<file path="src/rtl/mrv1_tw_barrier_ctl.sv">
// Barrier scheduler: records which warps have arrived at each barrier, holds them
// stalled, and releases the whole group once the requested warp count is reached.
module mrv1_tw_barrier_ctl #(
    parameter  int NUM_TW_P            = 8,
    parameter  int num_barriers_p      = 8,
    localparam int wid_width_lp        = $clog2(NUM_TW_P),
    localparam int barrier_id_width_lp = $clog2(num_barriers_p)
) (
    input  logic                           clk_i,
    input  logic                           rst_i,
    input  logic                           bar_req_i,
    output logic                           bar_rdy_o,
    input  logic [wid_width_lp-1:0]        bar_wid_i,
    input  logic [barrier_id_width_lp-1:0] bar_id_i,
    input  logic [wid_width_lp-1:0]        bar_size_m1_i,
    input  logic                           kill_vld_i,
    input  logic [NUM_TW_P-1:0]            kill_wmask_i,
    output logic                           release_vld_o,
    output logic [barrier_id_width_lp-1:0] release_id_o,
    output logic [NUM_TW_P-1:0]            release_wmask_o,
    output logic [NUM_TW_P-1:0]            stall_wmask_o,
    output logic                           err_o
);

    localparam logic [wid_width_lp:0] CNT_ONE_LP = {{wid_width_lp{1'b0}}, 1'b1};
    localparam logic [NUM_TW_P-1:0]   WID_ONE_LP = {{(NUM_TW_P-1){1'b0}}, 1'b1};

    // One extra bit so a barrier spanning every warp still fits the count.
    function automatic logic [wid_width_lp:0] popcount(input logic [NUM_TW_P-1:0] mask);
        logic [wid_width_lp:0] cnt;
        cnt = '0;
        for (int i = 0; i < NUM_TW_P; i++) begin
            cnt = cnt + {{wid_width_lp{1'b0}}, mask[i]};
        end
        return cnt;
    endfunction

    logic [NUM_TW_P-1:0]            wait_mask_r [num_barriers_p];
    logic [wid_width_lp-1:0]        size_m1_r   [num_barriers_p];
    logic [NUM_TW_P-1:0]            wait_mask_s [num_barriers_p];
    logic [wid_width_lp-1:0]        size_m1_s   [num_barriers_p];
    logic                           rdy_r;
    logic                           release_vld_r, release_vld_s;
    logic [barrier_id_width_lp-1:0] release_id_r, release_id_s;
    logic [NUM_TW_P-1:0]            release_wmask_r, release_wmask_s;
    logic [NUM_TW_P-1:0]            stall_wmask_r, stall_wmask_s;
    logic                           err_r, err_s;
    logic [NUM_TW_P-1:0]            kill_s, wid_bit_s, cur_mask_s;
    logic                           cur_active_s;
    logic [wid_width_lp-1:0]        eff_size_s;
    logic [wid_width_lp:0]          arrive_cnt_s;

    // Arrival/kill evaluation and next-state computation for all barrier entries.
    always_comb begin
        wait_mask_s     = wait_mask_r;
        size_m1_s       = size_m1_r;
        release_vld_s   = 1'b0;
        release_id_s    = release_id_r;
        release_wmask_s = release_wmask_r;
        err_s           = 1'b0;
        kill_s          = kill_vld_i ? kill_wmask_i : '0;
        wid_bit_s       = WID_ONE_LP << bar_wid_i;
        cur_mask_s      = wait_mask_r[bar_id_i];
        cur_active_s    = |cur_mask_s;
        // An active barrier keeps its original size; only a fresh one latches the request's.
        eff_size_s      = cur_active_s ? size_m1_r[bar_id_i] : bar_size_m1_i;
        arrive_cnt_s    = popcount(cur_mask_s) + CNT_ONE_LP;

        for (int b = 0; b < num_barriers_p; b++) begin
            wait_mask_s[b] = wait_mask_r[b] & ~kill_s;
        end

        if (bar_req_i && rdy_r) begin
            if ((wid_bit_s & kill_s) != '0) begin
                err_s = 1'b0;
            end else if ((wid_bit_s & stall_wmask_r) != '0) begin
                err_s = 1'b1;
            end else begin
                err_s = cur_active_s && (bar_size_m1_i != size_m1_r[bar_id_i]);
                if (arrive_cnt_s == ({1'b0, eff_size_s} + CNT_ONE_LP)) begin
                    release_vld_s         = 1'b1;
                    release_id_s          = bar_id_i;
                    release_wmask_s       = cur_mask_s | wid_bit_s;
                    wait_mask_s[bar_id_i] = '0;
                    size_m1_s[bar_id_i]   = '0;
                end else begin
                    wait_mask_s[bar_id_i] = wait_mask_s[bar_id_i] | wid_bit_s;
                    size_m1_s[bar_id_i]   = eff_size_s;
                end
            end
        end else begin
            err_s = 1'b0;
        end

        stall_wmask_s = '0;
        for (int b = 0; b < num_barriers_p; b++) begin
            stall_wmask_s = stall_wmask_s | wait_mask_s[b];
        end
    end

    // State and output registers with synchronous reset.
    always_ff @(posedge clk_i) begin
        if (rst_i) begin
            for (int b = 0; b < num_barriers_p; b++) begin
                wait_mask_r[b] <= '0;
                size_m1_r[b]   <= '0;
            end
            rdy_r           <= 1'b0;
            release_vld_r   <= 1'b0;
            release_id_r    <= '0;
            release_wmask_r <= '0;
            stall_wmask_r   <= '0;
            err_r           <= 1'b0;
        end else begin
            wait_mask_r     <= wait_mask_s;
            size_m1_r       <= size_m1_s;
            rdy_r           <= 1'b1;
            release_vld_r   <= release_vld_s;
            release_id_r    <= release_id_s;
            release_wmask_r <= release_wmask_s;
            stall_wmask_r   <= stall_wmask_s;
            err_r           <= err_s;
        end
    end

    assign bar_rdy_o       = rdy_r;
    assign release_vld_o   = release_vld_r;
    assign release_id_o    = release_id_r;
    assign release_wmask_o = release_wmask_r;
    assign stall_wmask_o   = stall_wmask_r;
    assign err_o           = err_r;

endmodule

</file>
<file path="config.mk">
export PLATFORM = sky130hd
export DESIGN_NAME = mrv1_tw_barrier_ctl
export DESIGN_NICKNAME = d
export VERILOG_FILES = /design/src/rtl/mrv1_tw_barrier_ctl.sv
export SDC_FILE = /design/constraint.sdc
export NUM_CORES = 1
export LEC_CHECK = 0
export BUFFER_PORTS_ARGS = -buffer_cell sky130_fd_sc_hd__buf_4
export CAP_MARGIN = 20
export CORE_UTILIZATION = 60
export DETAILED_ROUTE_END_ITERATION = 8
export PLACE_DENSITY = 0.86
export SLEW_MARGIN = 0
export SYNTH_ARGS = -nofsm -noshare
export SYNTH_HDL_FRONTEND = slang
export SYNTH_SLANG_ARGS = --single-unit
</file>
<file path="constraint.sdc">
create_clock -name clk_i -period 8.43 [get_ports clk_i]
set_input_delay 0.4215 -clock clk_i [delete_from_list [all_inputs] [get_ports clk_i]]
set_output_delay 0.4215 -clock clk_i [all_outputs]
set_load 0.005 [all_outputs]
</file>
==> key figures <==
Run status
  • Outcome: finished clean

Yosys
  • Area contributors post-synth: dfxtp_1 (37%), nor2_1 (10%), mux2i_1 (7.3%)
  • Synthesized instance count: 711
  • Cell Area, Synth: 5900 µm²
  • Post-synth EDFFs: 0
  • Asr flop ratio synth: 0%
  • Synthesized area per cell: 8.30 µm²
  • Yosys cell types: 68
  • Syn Nets: 740
  • Ys Warns: 0
  • Synth Flop Type: dfxtp_1
  • Top cell type's share of synthesized area: 37.3%
  • Post-synthesis register bit count: 110
  • Sequential fraction of the synthesis area: 37.3%
  • Yosys top cell by area: dfxtp_1

Placed design
  • GP Congestion: 1.01
  • DP Wirelength: 12100 µm
  • PortBufs: 42

Power and ir drop
  • Total power: 1050 µW
  • VDD IR max: 0.0000862 V
  • Leakage: 0.00253 µW
  • PD cells: 167 nW/µm²

Clock network
  • TritonCTS Buffers: 9
  • Setup bufs post-CTS: 0
  • CTS tree: built
  • Resized cells post-CTS: 0
  • Clk root buf: clkbuf_8
  • Clk pin slew, worst setup/hold paths: 0.10 ns
  • Clock sink count: 110
  • CTS H-Tree Depth: 3
  • CTS Buffer Depth: 2
  • Hold-fix buffers at CTS: 0
  • Worst-skew pair later-pin latency: 0.38 ns

Detailed routing
  • Drt first pass iters: 6
  • Post-Route WL: 17700 µm
  • WL/cell: 20.8 µm
  • DRT iter0 DRCs: 587
  • Final ANT Viol Nets: 0
  • Via count: 5705
  • DR vias/cell: 6.72
  • Drt drc: 0

Layout
  • Fin nets: 744
  • Antenna Cells: 0
  • Leading cell types in the layout, fill and taps excluded: nor2_1 (161), dfxtp_1 (110), a31oi_1 (68)
  • Commonest non-fill, non-tap cell in the layout: nor2_1
  • Post-layout util: 67.5%
  • Layout area overhead: 7.30%
  • Share of layout cells above drive strength 1: 12.5%

Critical path
  • Crit end category: flop
  • Required time of the worst setup path: 8.65 ns
  • Kind of critical path: in -> reg
  • Arr. time, crit path: 5.54 ns
  • Worst-path maximum fanout: 49
  • CP Launch Type: input pin

Floorplanning
  • Core area: 9370 µm²
  • Die X: 101 µm
  • Initial Util: 62.9%
  • Core Rows: 35
  • Chip height: 101 µm
  • Top Ports: 43
  • Die area: 10200 µm²

STA
  • Slew @ Worst Pin: 1.04 ns
  • Slew headroom: 30.4%
  • RSZ-0062 raised after global routing: no
  • Setup total negative slack: 0 ns
  • Final Setup Violations: 0
  • Final period utilization: 63.1%
  • Final hold vios: 0
  • Clk_skew: 0.00995 ns
  • Post-route minimum period: 5.32 ns
  • Fmax: 0.188 GHz
  • Slew Limit Fails: 0

Job
  • Max cap viols: 0

Global routing
  • Pin count of the biggest net entering global routing: 50
  • Global-route wire length before repair: 27700 µm
  • GRT Total Usage: 35.6%
  • GR Overflow Total: 0
  • Vias in the first global route: 5376
  • Antenna violations before repair: 0

Min path
  • Min-Delay Path Class: in -> reg
worst max-delay path, stage by stage:
cell,delay (ns)
buf_4,0.57
mux2i_1,0.36
a22oi_1,0.10
nand2_1,0.24
ha_1,0.29
fa_1,0.48
inv_1,0.05
fa_1,0.45
fa_1,0.40
inv_1,0.10
fa_1,0.41
xnor2_1,0.18
nor4b_2,0.40
or2_1,0.35
a31o_1,0.59
a211oi_2,0.10
layout make-up:
cell class	instances	area, µm²
Clock buffer	12	155
Clock inverter	4	28.8
Fill cell	797	3040
Inverter	21	78.8
Multi-Input combinational cell	523	3310
Sequential cell	110	2200
Tap cell	129	161
Timing Repair Buffer	50	395
cell families after synthesis:
kind of cell             share of synthesized area (%)
flip-flops                                        37.3
AO/OA/AOI/OAI                                     22.8
buffers and inverters                             6.60
multiplexers                                      10.6
adder cells (fa/ha/maj)                           2.21
XOR/XNOR                                          1.04
AND/OR/NAND/NOR                                   19.5
synthesized netlist by cell type (all sizes together) (4+ instances only):
cell    instances
mux4            8
inv            21
buf            22
a22oi          38
nor2          161
mux2i          43
fa              4
nand3          26
a21oi          19
dfxtp         110
o21ai          24
a31oi          68
nor2b           4
clkbuf         35
a211oi          7
xnor2           5
nand4           4
ha              4
a31o            8
or2             4
nand2          44
per-layer routing:
metal,up-vias,global-route usage (%),share of wire [%]
met2,395,56.1,46
li1,2574,-,-
met5,-,0,0
met4,0,18.7,3.0
met1,2680,44.9,38
met3,56,9.18,12
through the flow:
stage	hold slack (ns)	setup slack [ns]	instances	instance area [µm²]
after global routing	0.367	2.87	849	6330
after global placement	0.441	2.96	832	6120
after floorplan	0.431	3.72	711	5900
after CTS	0.353	3.21	848	6300
after detailed placement	0.454	2.82	832	6120
final	0.352	3.11	849	6330
power breakdown:
| part | internal, µW | switching (µW) | leakage [µW] | total, µW |
|---|---|---|---|---|
| combinational | 73.9 | 140 | 0.00155 | 214 |
| clock | 125 | 182 | 0.0000890 | 307 |
| sequential | 528 | 5.21 | 0.000887 | 533 |
| total | 726 | 328 | 0.00253 | 1050 |
final timing paths:
check	startpoint	endpoint	slack (ns)	depth (start not counted)
max	bar_id_i[0]	size_m1_r[7]	3.11	16
min	kill_vld_i	err_o	0.35	2
min reg2reg	size_m1_r[8]	size_m1_r[8]	0.47	2
max reg2reg	wait_mask_r[18]	size_m1_r[7]	3.47	15
registers in the layout, summed over array words and instances (netlist names):
register and count:
wait_mask_r 64, size_m1_r 24, release_wmask_o 8, stall_wmask_o 8, release_id_o 3, bar_rdy_o 1, err_o 1, release_vld_o 1
No activity file was read; power rests on OpenSTA's default activity.
